## src/rtl/io_uart_pkg.sv

```systemverilog
`default_nettype none
// ============================================================================
//  Module   : io_uart_pkg
//  Purpose  : Register offsets, STATUS bit positions and transmit FSM states
//             shared by the memory-mapped UART transmitter.
//  Revision : 1.0
// ============================================================================
package io_uart_pkg;

    localparam logic [1:0] REG_TXDATA   = 2'd0;
    localparam logic [1:0] REG_STATUS   = 2'd1;
    localparam logic [1:0] REG_DIVISOR  = 2'd2;

    localparam int STAT_BUSY     = 0;
    localparam int STAT_FULL     = 1;
    localparam int STAT_EMPTY    = 2;
    localparam int STAT_OVERFLOW = 3;
    localparam int STAT_CNT_LSB  = 8;

    typedef enum logic [1:0] {
        ST_IDLE  = 2'd0,
        ST_START = 2'd1,
        ST_DATA  = 2'd2,
        ST_STOP  = 2'd3
    } tx_state_e;

endpackage
`default_nettype wire

```

## src/rtl/uart_tx_fifo.sv

```systemverilog
`default_nettype none
// ============================================================================
//  Module   : uart_tx_fifo
//  Purpose  : Synchronous FIFO with a combinational head output; a push while
//             full is accepted when a pop happens in the same cycle.
//  Revision : 1.0
// ============================================================================
module uart_tx_fifo #(
    parameter int DEPTH = 4,
    parameter int WIDTH = 8
) (
    input  logic                           clk,
    input  logic                           rst,
    input  logic                           push,
    input  logic [WIDTH-1:0]               push_data,
    input  logic                           pop,
    output logic [WIDTH-1:0]               pop_data,
    output logic                           full,
    output logic                           empty,
    output logic [$clog2(DEPTH+1)-1:0]     count
);

    localparam int AW = $clog2(DEPTH);
    localparam int CW = $clog2(DEPTH+1);

    logic [WIDTH-1:0] mem_q [DEPTH];
    logic [AW-1:0]    wr_ptr_q, wr_ptr_d;
    logic [AW-1:0]    rd_ptr_q, rd_ptr_d;
    logic [CW-1:0]    count_q, count_d;
    logic             do_push;
    logic             do_pop;

    always_comb begin
        full     = (count_q == CW'(DEPTH));
        empty    = (count_q == '0);
        count    = count_q;
        pop_data = mem_q[rd_ptr_q];
        do_pop   = pop && !empty;
        do_push  = push && (!full || do_pop);
        // Depth is a power of two, so the pointers wrap naturally.
        wr_ptr_d = do_push ? wr_ptr_q + AW'(1) : wr_ptr_q;
        rd_ptr_d = do_pop  ? rd_ptr_q + AW'(1) : rd_ptr_q;
        count_d  = count_q + CW'(do_push) - CW'(do_pop);
    end

    always_ff @(posedge clk or posedge rst) begin
        if (rst) begin
            wr_ptr_q <= '0;
            rd_ptr_q <= '0;
            count_q  <= '0;
        end else begin
            wr_ptr_q <= wr_ptr_d;
            rd_ptr_q <= rd_ptr_d;
            count_q  <= count_d;
        end
    end

    always_ff @(posedge clk) begin
        if (do_push) begin
            mem_q[wr_ptr_q] <= push_data;
        end
    end

endmodule
`default_nettype wire

```

## src/rtl/io_uart_tx.sv

```systemverilog
`default_nettype none
// ============================================================================
//  Module   : io_uart_tx
//  Purpose  : Memory-mapped 8N1 UART transmitter with TX FIFO, programmable
//             baud divisor and sticky overflow status.
//  Revision : 1.0
// ============================================================================
module io_uart_tx
    import io_uart_pkg::*;
#(
    parameter int FIFO_DEPTH = 4,
    parameter int DIV_RESET  = 16
) (
    input  logic        clk,
    input  logic        rst,
    input  logic [31:0] io_address,
    input  logic [31:0] io_write_value,
    input  logic        io_write_en,
    input  logic        io_read_en,
    output logic [31:0] io_read_value,
    output logic        uart_tx
);

    localparam int CW = $clog2(FIFO_DEPTH+1);

    logic            wr_txdata, wr_status, wr_divisor;
    logic [7:0]      fifo_head;
    logic            fifo_full, fifo_empty, fifo_pop;
    logic [CW-1:0]   fifo_count;
    logic            busy;

    tx_state_e       state_q, state_d;
    logic [15:0]     baud_q, baud_d;
    logic [15:0]     frame_div_q, frame_div_d;
    logic [15:0]     div_q, div_d;
    logic [2:0]      bit_idx_q, bit_idx_d;
    logic [7:0]      shift_q, shift_d;
    logic            tx_q, tx_d;
    logic            overflow_q, overflow_d;
    logic            unused_bits;

    assign unused_bits = ^{io_address[31:4], io_address[1:0], io_write_value[31:16]};

    uart_tx_fifo #(
        .DEPTH (FIFO_DEPTH),
        .WIDTH (8)
    ) u_fifo (
        .clk       (clk),
        .rst       (rst),
        .push      (wr_txdata),
        .push_data (io_write_value[7:0]),
        .pop       (fifo_pop),
        .pop_data  (fifo_head),
        .full      (fifo_full),
        .empty     (fifo_empty),
        .count     (fifo_count)
    );

    always_comb begin
        wr_txdata  = io_write_en && (io_address[3:2] == REG_TXDATA);
        wr_status  = io_write_en && (io_address[3:2] == REG_STATUS);
        wr_divisor = io_write_en && (io_address[3:2] == REG_DIVISOR);

        div_d = div_q;
        if (wr_divisor) begin
            div_d = (io_write_value[15:0] == 16'd0) ? 16'd1 : io_write_value[15:0];
        end

        // A push into a full FIFO still succeeds if the FSM frees a slot now.
        overflow_d = overflow_q;
        if (wr_status) begin
            overflow_d = 1'b0;
        end else if (wr_txdata && fifo_full && !fifo_pop) begin
            overflow_d = 1'b1;
        end
    end

    always_comb begin
        state_d     = state_q;
        baud_d      = baud_q;
        frame_div_d = frame_div_q;
        bit_idx_d   = bit_idx_q;
        shift_d     = shift_q;
        tx_d        = tx_q;
        fifo_pop    = 1'b0;

        case (state_q)
            ST_IDLE: begin
                if (!fifo_empty) begin
                    fifo_pop    = 1'b1;
                    shift_d     = fifo_head;
                    frame_div_d = div_q;
                    baud_d      = div_q - 16'd1;
                    tx_d        = 1'b0;
                    state_d     = ST_START;
                end
            end
            ST_START: begin
                if (baud_q == 16'd0) begin
                    baud_d    = frame_div_q - 16'd1;
                    bit_idx_d = 3'd0;
                    tx_d      = shift_q[0];
                    state_d   = ST_DATA;
                end else begin
                    baud_d = baud_q - 16'd1;
                end
            end
            ST_DATA: begin
                if (baud_q == 16'd0) begin
                    baud_d = frame_div_q - 16'd1;
                    if (bit_idx_q == 3'd7) begin
                        tx_d    = 1'b1;
                        state_d = ST_STOP;
                    end else begin
                        bit_idx_d = bit_idx_q + 3'd1;
                        shift_d   = {1'b0, shift_q[7:1]};
                        tx_d      = shift_q[1];
                    end
                end else begin
                    baud_d = baud_q - 16'd1;
                end
            end
            ST_STOP: begin
                if (baud_q == 16'd0) begin
                    // Chain straight into the next start bit when data waits.
                    if (!fifo_empty) begin
                        fifo_pop    = 1'b1;
                        shift_d     = fifo_head;
                        frame_div_d = div_q;
                        baud_d      = div_q - 16'd1;
                        tx_d        = 1'b0;
                        state_d     = ST_START;
                    end else begin
                        tx_d    = 1'b1;
                        state_d = ST_IDLE;
                    end
                end else begin
                    baud_d = baud_q - 16'd1;
                end
            end
            default: begin
                tx_d    = 1'b1;
                state_d = ST_IDLE;
            end
        endcase
    end

    always_ff @(posedge clk or posedge rst) begin
        if (rst) begin
            state_q     <= ST_IDLE;
            baud_q      <= 16'd0;
            frame_div_q <= 16'(DIV_RESET);
            div_q       <= 16'(DIV_RESET);
            bit_idx_q   <= 3'd0;
            shift_q     <= 8'd0;
            tx_q        <= 1'b1;
            overflow_q  <= 1'b0;
        end else begin
            state_q     <= state_d;
            baud_q      <= baud_d;
            frame_div_q <= frame_div_d;
            div_q       <= div_d;
            bit_idx_q   <= bit_idx_d;
            shift_q     <= shift_d;
            tx_q        <= tx_d;
            overflow_q  <= overflow_d;
        end
    end

    always_comb begin
        busy          = (state_q != ST_IDLE);
        uart_tx       = tx_q;
        io_read_value = 32'd0;
        if (io_read_en) begin
            case (io_address[3:2])
                REG_STATUS: begin
                    io_read_value[STAT_BUSY]           = busy;
                    io_read_value[STAT_FULL]           = fifo_full;
                    io_read_value[STAT_EMPTY]          = fifo_empty;
                    io_read_value[STAT_OVERFLOW]       = overflow_q;
                    io_read_value[STAT_CNT_LSB +: 4]   = 4'(fifo_count);
                end
                REG_DIVISOR: io_read_value[15:0] = div_q;
                default:     io_read_value = 32'd0;
            endcase
        end
    end

endmodule
`default_nettype wire
```

## config.mk

```make
export PLATFORM = sky130hd
export DESIGN_NAME = io_uart_tx
export DESIGN_NICKNAME = d
export VERILOG_FILES = /design/src/rtl/io_uart_pkg.sv /design/src/rtl/uart_tx_fifo.sv /design/src/rtl/io_uart_tx.sv
export SDC_FILE = /design/constraint.sdc
export NUM_CORES = 1
export LEC_CHECK = 0
export ABC_AREA = 1
export BUFFER_PORTS_ARGS = -buffer_cell sky130_fd_sc_hd__buf_2
export CAP_MARGIN = 5
export CORE_MARGIN = 3
export CORE_UTILIZATION = 62
export DETAILED_ROUTE_END_ITERATION = 10
export PLACE_DENSITY = 0.83
export SLEW_MARGIN = 5
export SYNTH_ARGS = -nofsm -noshare
export SYNTH_HDL_FRONTEND = slang
export SYNTH_SLANG_ARGS = --single-unit
```

## constraint.sdc

```tcl
create_clock -name clk -period 5.4 [get_ports clk]
set_input_delay 1.08 -clock clk [delete_from_list [all_inputs] [get_ports clk]]
set_output_delay 1.08 -clock clk [all_outputs]
set_load 0.02 [all_outputs]
```

# Word-level counts from Yosys, hierarchy flattened
# Memories as Yosys holds them, arrays and structs flattened.
# Index checks and enable logic that the tools add are counted.
dict set report classes {
  addsub 8
  multipliers 0
  n_div 0
  order_cmp 0
  n_eq_ne 13
  shifts 0
  muxes 43
  bitwise 0
  reduce_logical 27
}
# op n
set ops {}
lappend ops {{$mux W16} 7}
lappend ops {{$pmux W16 S3} 1}
lappend ops {{$sub A16 B1 Y16 const B} 3}
lappend ops {{$logic_not A16 Y1} 2}
lappend ops {{$mux W8} 4}
lappend ops {{$pmux W16 S2} 1}
lappend ops {{$pmux W8 S3} 1}
lappend ops {{$pmux W4 S2} 2}
lappend ops {{$mux W1} 13}
lappend ops {{$ne A2 B2 Y1 const B} 6}
lappend ops {{$reduce_and A4 Y1} 3}
lappend ops {{$mux W2} 5}
lappend ops {{$mux W3} 3}
lappend ops {{$mux W4} 2}
lappend ops {{$pmux W2 S4} 1}
lappend ops {{$reduce_bool A2 Y1} 4}
lappend ops {{$logic_and A1 B1 Y1} 7}
lappend ops {{$eq A2 B2 Y1 const B} 3}
lappend ops {{$eq A3 B3 Y1 const B} 2}
lappend ops {{$pmux W3 S2} 1}
lappend ops {{$reduce_and A5 Y1} 1}
lappend ops {{$add A2 B1 Y2 const B} 2}
lappend ops {{$eq A2 B1 Y1 const B} 2}
lappend ops {{$logic_not A2 Y1} 2}
lappend ops {{other kinds (11)} 13}
dict set report word_totals {
  regBits 70
  latch_bits 0
  ramBits 32
  romBits 0
  output_inout_bits 33
  elab_cells 103
  memories 1
}
# memory words width read_ports rd_clocked_by_memory_dff wr line_no
set memory_table {}
lappend memory_table {u_fifo.mem_q 4 8 1 0 1 uart_tx_fifo.sv:26} ;# logic [WIDTH-1:0] mem_q [DEPTH];

# Logic depth before layout (Yosys ltp)
# Gate-level depths: netlist (run 1).
dict set report depth {
  depth_word 9
  ltp_mapped 16
}

# Modules after synthesis
# A second synthesis (run 1) with hierarchy kept.
dict set report unflattened {
  cells_unflattened 788
  hier_area_um2 6286.0
}
# module n_inst cells_per_inst area_each_um2 seq_area_each_um2
set by_module_without_submodules {}
lappend by_module_without_submodules {io_uart_tx 1 640 4516.8 1580.3}
lappend by_module_without_submodules {uart_tx_fifo 1 148 1769.2 1136.1}

# Worst setup path after synthesis (run 1)
# OpenSTA, ideal clock, no wires.
dict set report synth_path {
  path_kind {input port to output port}
  start {in io_address[3]}
  end {out io_read_value[10]}
  arrival_time_ns 1.926
  required_ns 4.320
  setup_slack_ns 2.394
  stages 5
  path_buffers 1
  cell_sequence {inv_1 > ha_1 > clkbuf_1 > nand2_1 > a21oi_1}
}
dict set report synth_via {
  elab_chain_cells 3
}
# item line_no
set synth_rtl {}
lappend synth_rtl {{from (decl)} io_uart_tx.sv:16} ;# input logic [31:0] io_address,
lappend synth_rtl {{$eq A2 B2 Y1 / $eq A2 B1 Y1 (equally long branches)} io_uart_tx.sv:175} ;# case (io_address[3:2])
lappend synth_rtl {{$pmux W4 S2 (*)} io_uart_tx.sv:175}
lappend synth_rtl {{$mux W16 (*)} io_uart_tx.sv:174} ;# if (io_read_en) begin
lappend synth_rtl {{to (decl)} io_uart_tx.sv:20} ;# output logic [31:0] io_read_value,
# Mark *: on every way between the ends. The rest lies on a longest branch, timed or not.

# Worst setup path after layout (run 1)
dict set report layout_path {
  start {in io_address[2]}
  end {out io_read_value[14]}
}
dict set report layout_via {
  elab_chain_cells 3
}
# item line_no
set layout_rtl {}
lappend layout_rtl {{$eq A2 B2 Y1} io_uart_tx.sv:175}
lappend layout_rtl {{$mux W4} io_uart_tx.sv:175}
lappend layout_rtl {{$mux W16} io_uart_tx.sv:174}
# No other way between the ends.

==> results of run 1 <==
## where the power goes
group	internal [mW]	switching (mW)
Sequential	1.04	0.273
Combinational	0.622	1.24
Clock	0.230	0.302
## flip-flops by register name (all words and copies together), names as in the netlist
register and cells:
baud_q 16, bit_idx_q 3, div_q 16, frame_div_q 16, overflow_q 1, shift_q 8, state_q 2, u_fifo.count 3
u_fifo.mem_q 32, u_fifo.rd_ptr_q 2, u_fifo.wr_ptr_q 2, uart_tx 1
## path summary, 6_finish.rpt
| kind | slack, ps | end | start | cells after the start |
|---|---|---|---|---|
| max reg2reg | 2670 | u_fifo.mem_q[3][0]$_DFFE_PP_ | state_q[0]$_DFFE_PP0P_ | 7 |
| max | 2100 | io_read_value[14] | io_address[2] | 6 |
| min reg2reg | 490 | shift_q[4]$_DFFE_PP0P_ | shift_q[4]$_DFFE_PP0P_ | 2 |
| min in group asynchronous | 600 | bit_idx_q[2]$_DFFE_PP0P_ | rst | 2 |
| max in group asynchronous | 3790 | frame_div_q[5]$_DFFE_PP0P_ | rst | 3 |
| min | 490 | shift_q[4]$_DFFE_PP0P_ | shift_q[4]$_DFFE_PP0P_ | 2 |
## cell type report
cell class                 instances  area [um^2]  share of cell area [%]
tap                              129          161                    2.42
multi-input combinational        598         3080                    46.1
sequential                       102         2720                    40.7
inverter                          79          297                    4.44
clock buffer                       9          124                    1.86
clock inverter                     7         95.1                    1.42
timing repair buffer              40          205                    3.07
## cell families (layout without fill, tap and decap cells)
logic type / count (synthesis) / after routing / share of synthesized area [%]
flops: 102 / 102 / 43.6
xor+xnor: 20 / 20 / 2.81
compound gates: 107 / 107 / 9.96
other cells: 1 / 16 / 0.0602
simple gates: 421 / 421 / 29.0
buf+inv: 113 / 135 / 7.95
mux: 14 / 14 / 2.53
fa+ha+maj: 20 / 20 / 4.13
## cell usage in the layout (no fill, tap or decap), types with 2 or more instances in the layout
cell	instances
a21oi_1	25
a22oi_1	3
a32o_1	6
buf_2	38
buf_4	2
clkbuf_8	9
conb_1	16
dfrtp_1	67
dfstp_2	3
edfxtp_1	32
ha_1	19
inv_1	70
inv_2	8
inv_6	3
inv_8	2
mux2_2	14
nand2_1	236
nand2_2	3
nand2_4	6
nand3_1	55
nand3b_1	2
nand4_1	3
nor2_1	91
nor2_2	4
nor2_4	3
nor3_1	6
nor4_1	5
o211ai_1	8
o21ai_0	37
o21ai_1	19
o21ai_2	2
o221ai_1	3
or2_2	4
xnor2_1	6
xor2_1	14
## critical path, stage by stage
cell and delay [ps]:
buf_2 110, inv_1 70, ha_1 320, nand2_1 280, nor2_1 160, buf_2 180
## layer usage
layer | share of wire (%) | vias up
met5 | 0 | -
met3 | 8.7 | 25
li1 | - | 2638
met2 | 46 | 267
met1 | 43 | 2579
met4 | 2.0 | 0
## stage by stage
step / hold slack [ps] / utilization, %
2_1_floorplan: 442 / -
3_3_place_gp: 460 / 68.0
3_5_place_dp: 466 / 68.0
4_1_cts: 492 / 70.3
5_1_grt: 513 / 70.3
6_report: 489 / 70.3
==> impl_metrics.toml, run 1 <==
[run_status]
status = "completed"

[placement]
routabilityCongestion = 0.934
port_buffers = 38
placed_area_mm2 = 0.00646
dp_cells = 948
place_ws_ps = 2090
dpl.hpwl_um = 11300

[power]
cellPowerDensity_mw_per_mm2 = 556
p_leak_nw = 3.20
ir_drop_v = 0.000318
design_power_total_mw = 3.71

[cts]
clock_sinks = 102
clock_latency_ps = 390
clk_pin_slew_ps = 100
hold_buffers = 0
h-tree-depth = 3
cts-resized-gates = 0
cts_setup_buffers = 0
tritoncts = "done"
cts-root-buf = "clkbuf_8"
cts_buffer_depth = 2
cts_inserted_buffers = 9

[die]
die_area_mm2 = 0.0113
rows = 35
fp.dieW_um = 106
die_h_um = 106
ioPinCount = 101
core_mm2 = 0.00950
start_util_pct = 65.6

[detailed_routing]
vias = 5509
drcViolationCount = 0
drt.antenna.violating_nets = 0
viasPerCell = 5.71
drtPass1Iterations = 6
routed_wl_um = 15100
wl_per_cell_um = 15.6
drt_iter0_markers = 458

[worst_setup_path]
worstSetupPathType = "input pin to output port"
cp-end-kind = "output port"
critical_path.max_fanout = 9
start_kind = "input pin"
critPathRequiredTime_ps = 4320
crit_arrival_ps = 2220

[yosys]
yosysWarnings = 0
ys_seq_area_share_pct = 43.6
yosysTopAreaCell = "dfrtp_1"
synth_seq_cells = 102
avgSynthCellArea_um2 = 7.81
synth_common_cells = "nand2_1, nor2_1, inv_1"
yosysMostFrequentCell = "nand2_1"
synth_edf_count = 32
synthCells = 798
synth_cell_types = 43
synth_top_cell_area_share_pct = 26.9
synthTopCellsByArea = "dfrtp_1, edfxtp_1, nand2_1, nor2_1, nand3_1"
netlist_area_mm2 = 0.00623
ys.flop_type = "dfrtp_1"
async_reset_ff_share_pct = 68.6

[timing]
slew_violations = 0
setup_tns_ps = 0
clock_skew_ps = 10.8
slew_headroom_pct = 38.6
setup_violations = 0
period_minus_slack_ps = 3300
period_share_pct = 61.1
worstMarginPinSlew_ps = 918
worst_slack_ps = 2100
fmax_mhz = 303
rsz0062_at_grt = "false"
hold_violations = 0

[cells_and_area]
drive_gt1_share_pct = 12.6
area.growth.synth_to_final_pct = 7.11
antennaDiodeCount = 0
instances_no_fill = 964
fillers = 762
num-nets-final = 918
fin_area_mm2 = 0.00668

[global_routing]
use_met3_pct = 5.28
grt_antenna_before_repair = 0
grt_pass1_wl_um = 25400
grt_start_max_net_pins = 60
grt-busiest-layer = "met2"
grt_pass1_vias = 5211
grt_overflow = 0
grt_use_met1_pct = 39.3
met2_usage_pct = 45.2
grt_usage_pct = 28.3

[min_path]
hp-class = "register to register"

[job]
drv_cap = 0
Power figures use the tool's default switching activity.
==> run 2: changes to the inputs <==
--- a/config.mk
+++ b/config.mk
@@ -9,9 +9,9 @@
 export BUFFER_PORTS_ARGS = -buffer_cell sky130_fd_sc_hd__buf_2
 export CAP_MARGIN = 5
 export CORE_MARGIN = 3
-export CORE_UTILIZATION = 62
+export CORE_UTILIZATION = 52
 export DETAILED_ROUTE_END_ITERATION = 10
-export PLACE_DENSITY = 0.83
+export PLACE_DENSITY = 0.74
 export SLEW_MARGIN = 5
 export SYNTH_ARGS = -nofsm -noshare
 export SYNTH_HDL_FRONTEND = slang
==> constraint.sdc (replaced) <==
create_clock -name clk -period 2.95 [get_ports clk]
set_input_delay 0.59 -clock clk [delete_from_list [all_inputs] [get_ports clk]]
set_output_delay 0.59 -clock clk [all_outputs]
set_load 0.02 [all_outputs]
==> run 2 against run 1 <==
  * Final cell count is 2.1% higher
  * Combinational power is 84% higher
  * Final area is 2.4% higher
  * Critical path depth is 10 higher
  * Sequential share of layout area is 0.96 points lower
  * Clock skew is 3.7 ps lower
  * Hold slack worse by 180 ps
  * Critical endpoint is now u_fifo.count[2]$_DFF_PP0_
  * Highest routed layer unchanged
==> impl_metrics.toml, run 2 (synthesized netlist as in run 1, its figures left out) <==
[worst_setup_path]
critical_path.max_fanout = 10
worstSetupPathType = "register to register"
cp-end-kind = "register"
cp-endpoint = "u_fifo.count[2]$_DFF_PP0_"
crit_family = "simple AND/OR/NAND/NOR gates"
rr_worst_depth = 16
reg2reg_slack_ps = 330
critPathSlowestCell = "dfrtp_1"
worstReg2RegStart = "baud_q[0]$_DFF_PP0_"
cpPeakStageDelay_ps = 400
reg2reg_to = "u_fifo.count[2]$_DFF_PP0_"
crit_start = "baud_q[0]$_DFF_PP0_"
critPathRequiredTime_ps = 3200
cp_num_cells = 16
start_kind = "register"
crit_arrival_ps = 2870
critPathMostFrequentCell = "nand2_4"
cp.buffers_inverters = 4
path_cells = "inv_1 > ha_1 > inv_1 > nor2_1 > nand4_2 > nor2_8 > nand2_4 > nand2_4 > nand2_4 > nand2_2 > nand2_4 > inv_2 > ha_1 > inv_1 > fa_1 > xor2_1"

[detailed_routing]
drt_iter0_markers = 331
viasPerCell = 5.47
drcViolationCount = 0
drt.antenna.violating_nets = 0
routed_wl_um = 15200
drtPass1Iterations = 5
vias = 5379
wl_per_cell_um = 15.5

[die]
core_mm2 = 0.0116
fp.dieW_um = 115
die_h_um = 115
ioPinCount = 101
die_area_mm2 = 0.0133
start_util_pct = 53.9
rows = 39

[placement]
routabilityCongestion = 0.935
port_buffers = 38
dpl.hpwl_um = 11400

[power]
design_power_total_mw = 7.09
cellPowerDensity_mw_per_mm2 = 1040
power.internal_mw = 3.75
power.switching_fraction_pct = 47.1
ir_drop_v = 0.000651
power.net_switching_mw = 3.34
pwr-share-clk_pct = 17.4
seq_power_share_pct = 34.0
combPwrFrac_pct = 48.6
p_leak_nw = 3.27

[timing]
fmax_mhz = 382
clock_skew_ps = 7.10
worstMarginPinSlew_ps = 697
slew_violations = 0
slew_headroom_pct = 53.4
setup_tns_ps = 0
period_share_pct = 88.8
setup_violations = 0
hold_violations = 0
period_minus_slack_ps = 2620
rsz0062_at_grt = "false"

[cells_and_area]
regMostFlops = "u_fifo.mem_q"
layout_common_cells = "nand2_1, nor2_1, inv_1"
drive_gt1_share_pct = 13.0
antennaDiodeCount = 0
final_util_pct = 59.1
mostFrequentLayoutCell = "nand2_1"
num-nets-final = 924
area.growth.synth_to_final_pct = 9.69
largest_register_ffs = 32

[cts]
clock_sinks = 102
clock_latency_ps = 350
tritoncts = "done"
cts-root-buf = "clkbuf_16"
cts_buffer_depth = 2
cts-resized-gates = 0
h-tree-depth = 3
clk_pin_slew_ps = 70
hold_buffers = 0
cts_setup_buffers = 0
cts_inserted_buffers = 9

[min_path]
hp-class = "input pin to asynchronous set/reset pin"

[global_routing]
grt_start_max_net_pins = 71
grt_pass1_vias = 5118
grt_overflow = 0
grt_usage_pct = 23.9
grt_pass1_wl_um = 25000
grt_antenna_before_repair = 0

[job]
drv_cap = 0

[run_status]
status = "completed"
run 2: changes by cell type in the layout (fill, tap and decap cells not counted):
| cell | change |
|---|---|
| buf_12 | +1 |
| buf_4 | +5 |
| clkbuf_1 | +1 |
| clkbuf_16 | +9 |
| clkbuf_8 | -9 |
| clkinv_1 | +1 |
| clkinv_4 | +1 |
| clkinv_8 | -1 |
| inv_6 | -3 |
| inv_8 | +1 |
run 2: power groups by stage:
stage / Combinational [mW] / Clock (mW) / Sequential [mW]
finish: 3.45 / 1.23 / 2.41
detailed placement: 3.40 / 0 / 2.41
CTS: 3.43 / 1.25 / 2.39
global placement: 3.27 / 0 / 2.39
global route: 3.92 / 1.32 / 2.46
floorplan: 2.71 / 0 / 2.23
run 2: stage by stage:
stage	instances	setup slack [ps]	hold slack (ps)	area [um^2]
after floorplan	813	597	442	6290
after global placement	968	391	461	6530
after CTS	984	320	323	6840
final	984	330	306	6840
after global routing	984	97.2	337	6840
after detailed placement	968	328	463	6530
run 2: worst min-delay path by stage:
stage	slack, ps	depth (start not counted)	endpoint	from
final	310	3	bit_idx_q[2]$_DFFE_PP0P_	rst
after global routing	340	3	bit_idx_q[0]$_DFFE_PP0P_	rst
after CTS	320	3	bit_idx_q[2]$_DFFE_PP0P_	rst
after detailed placement	460	2	shift_q[7]$_DFFE_PP0P_	shift_q[7]$_DFFE_PP0P_
after global placement	460	2	shift_q[7]$_DFFE_PP0P_	shift_q[7]$_DFFE_PP0P_
after floorplan	440	2	shift_q[7]$_DFFE_PP0P_	shift_q[7]$_DFFE_PP0P_
run 2: cell type report:
class | instances | area, um^2
clock buffer | 10 | 229
clock inverter | 6 | 76.3
fill | 1021 | 4730
inverter | 79 | 297
multi-input combinational | 598 | 3080
sequential | 102 | 2720
tap | 143 | 179
timing repair buffer | 46 | 263
run 2: worst min-delay path, stage by stage:
cell	delay (ps)
buf_2	100
inv_2	60
buf_12	310
run 2: metal layers:
layer / wire (um) / vias up / global-route usage (%) / share of wire (%)
met1: 6880 / 2511 / 32.1 / 45
met5: 0 / - / 0 / 0
met3: 877 / 31 / 3.86 / 5.8
li1: - / 2651 / - / -
met4: 361 / 0 / 8.92 / 2.4
met2: 7100 / 186 / 39.4 / 47
==> run 3: changes to the inputs <==
--- a/config.mk
+++ b/config.mk
@@ -6,12 +6,14 @@
 export NUM_CORES = 1
 export LEC_CHECK = 0
 export ABC_AREA = 1
-export BUFFER_PORTS_ARGS = -buffer_cell sky130_fd_sc_hd__buf_2
 export CAP_MARGIN = 5
+export CELL_PAD_IN_SITES_DETAIL_PLACEMENT = 0
+export CELL_PAD_IN_SITES_GLOBAL_PLACEMENT = 1
 export CORE_MARGIN = 3
-export CORE_UTILIZATION = 52
+export CORE_UTILIZATION = 43
 export DETAILED_ROUTE_END_ITERATION = 10
-export PLACE_DENSITY = 0.74
+export DONT_BUFFER_PORTS = 1
+export PLACE_DENSITY = 0.79
 export SLEW_MARGIN = 5
 export SYNTH_ARGS = -nofsm -noshare
 export SYNTH_HDL_FRONTEND = slang
==> run 3 against run 2 <==
  * Die area is 20% higher
  * Non-clock buffer count down 36
  * Critical path type unchanged
  * Highest routed layer unchanged
  * Largest cell class unchanged
  * Critical endpoint unchanged
  * Total power is 0.64% higher
  * Combinational power is 2% lower
==> impl_metrics.toml, run 3 (synthesized netlist as in run 1, its figures left out) <==
[detailed_routing]
drtPass1Iterations = 4
vias = 5227
drt_iter0_markers = 461
viasPerCell = 5.31
wl_per_cell_um = 16.1
drt.antenna.violating_nets = 0
drcViolationCount = 0
routed_wl_um = 15900

[timing]
fmax_mhz = 395
clock_skew_ps = 5.04
slew_violations = 0
setup_violations = 0
setup_tns_ps = 0
rsz0062_at_grt = "false"
hold_violations = 0
period_minus_slack_ps = 2530
slew_headroom_pct = 52.6
worstMarginPinSlew_ps = 710
period_share_pct = 85.7

[worst_setup_path]
cp.buffers_inverters = 4
worstSetupPathType = "register to register"
critPathRequiredTime_ps = 3190
path_cells = "inv_1 > ha_1 > inv_1 > nor2_1 > nand4_2 > nor2_8 > nand2_4 > nand2_4 > nand2_4 > nand2_2 > nand2_4 > inv_2 > ha_1 > inv_1 > fa_1 > xor2_1"
critical_path.max_fanout = 7
rr_worst_depth = 16
critPathSlowestCell = "dfrtp_1"
critPathMostFrequentCell = "nand2_4"
cpPeakStageDelay_ps = 410
crit_arrival_ps = 2770
crit_family = "simple AND/OR/NAND/NOR gates"
cp-end-kind = "register"
reg2reg_to = "u_fifo.count[2]$_DFF_PP0_"
reg2reg_slack_ps = 420
worstReg2RegStart = "baud_q[0]$_DFF_PP0_"
start_kind = "register"

[cts]
clk_pin_slew_ps = 70
tritoncts = "done"
cts_inserted_buffers = 9
h-tree-depth = 3
cts_setup_buffers = 0
cts_buffer_depth = 2
hold_buffers = 0
clock_sinks = 102
cts-root-buf = "clkbuf_16"
cts-resized-gates = 0
clock_latency_ps = 350

[global_routing]
grt_pass1_vias = 5188
grt_pass1_wl_um = 26300
grt_antenna_before_repair = 0
grt_overflow = 0
grt_start_max_net_pins = 31
grt_usage_pct = 20.7

[placement]
dpl.hpwl_um = 12000
routabilityCongestion = 0.928
dp_cells = 969
port_buffers = 0

[die]
rows = 43
fp.dieW_um = 126
ioPinCount = 101
die_h_um = 126
die_area_mm2 = 0.0160
core_mm2 = 0.0140
start_util_pct = 44.4

[cells_and_area]
instances_no_fill = 985
largest_register_ffs = 32
regMostFlops = "u_fifo.mem_q"
mostFrequentLayoutCell = "nand2_1"
area.growth.synth_to_final_pct = 7.89
drive_gt1_share_pct = 9.19
final_util_pct = 47.9
num-nets-final = 888
antennaDiodeCount = 0
layout_common_cells = "nand2_1, nor2_1, inv_1"

[run_status]
status = "completed"

[min_path]
hp-class = "input pin to asynchronous set/reset pin"

[power]
cellPowerDensity_mw_per_mm2 = 1060
p_leak_nw = 3.11
ir_drop_v = 0.000418

[job]
drv_cap = 0
## run 3: cell types whose count changed in the layout (fill, tap and decap cells not counted), sizes merged
cell | previous run | this run
buf | 46 | 10
bufinv | 1 | 2
inv | 81 | 80
## run 3: through the flow
step / setup slack [ps] / total power, mW / hold WS, ps / area [um^2]
finish: 421 / 7.14 / 173 / 6730
detailed placement: 416 / 5.81 / 463 / 6390
floorplan: 597 / 4.95 / 442 / 6290
CTS: 408 / 7.16 / 188 / 6730
global route: 212 / 7.81 / 198 / 6730
global placement: 471 / 5.71 / 460 / 6390
## run 3: cell type report
class / instances / area, um^2
clock buffers: 10 / 229
clock inverters: 6 / 105
fillers: 1413 / 7320
inverters: 79 / 297
multi-input cells: 598 / 3080
flip-flops and latches: 102 / 2720
well taps: 180 / 225
repair buffers: 10 / 75.1
## run 3: worst register-to-register path: cells and delay by family, from the launching register on
kind / cells / cell delay [ps]
simple gates: 8 / 850
flops: 1 / 410
xor+xnor: 1 / 170
fa+ha+maj: 3 / 690
buf+inv: 4 / 290
## run 3: routing by layer
layer / vias up / global-route usage, % / wire (um)
li1: 2576 / - / -
met1: 2490 / 28.5 / 7440
met2: 136 / 33.5 / 7440
met3: 25 / 3.03 / 697
met4: 0 / 7.00 / 295
met5: - / 0 / 0
## run 3: power breakdown
group          internal (mW)  leakage [nW]  total, mW  switching, mW
Clock                  0.763         0.162       1.34          0.576
Sequential              1.91          1.14       2.40          0.496
Combinational           1.15          1.81       3.39           2.24
## run 3: how the worst max path moves through the flow
stage                                   start                         to  slack (ps)  cells after the start
after detailed placement  baud_q[0]$_DFF_PP0_  u_fifo.count[2]$_DFF_PP0_         420                     16
after global routing      baud_q[0]$_DFF_PP0_  u_fifo.count[2]$_DFF_PP0_         210                     16
after global placement    baud_q[0]$_DFF_PP0_  u_fifo.count[2]$_DFF_PP0_         470                     16
after floorplan                           rst        baud_q[0]$_DFF_PP0_         600                      1
after CTS                 baud_q[0]$_DFF_PP0_  u_fifo.count[2]$_DFF_PP0_         410                     16
final                     baud_q[0]$_DFF_PP0_  u_fifo.count[2]$_DFF_PP0_         420                     16
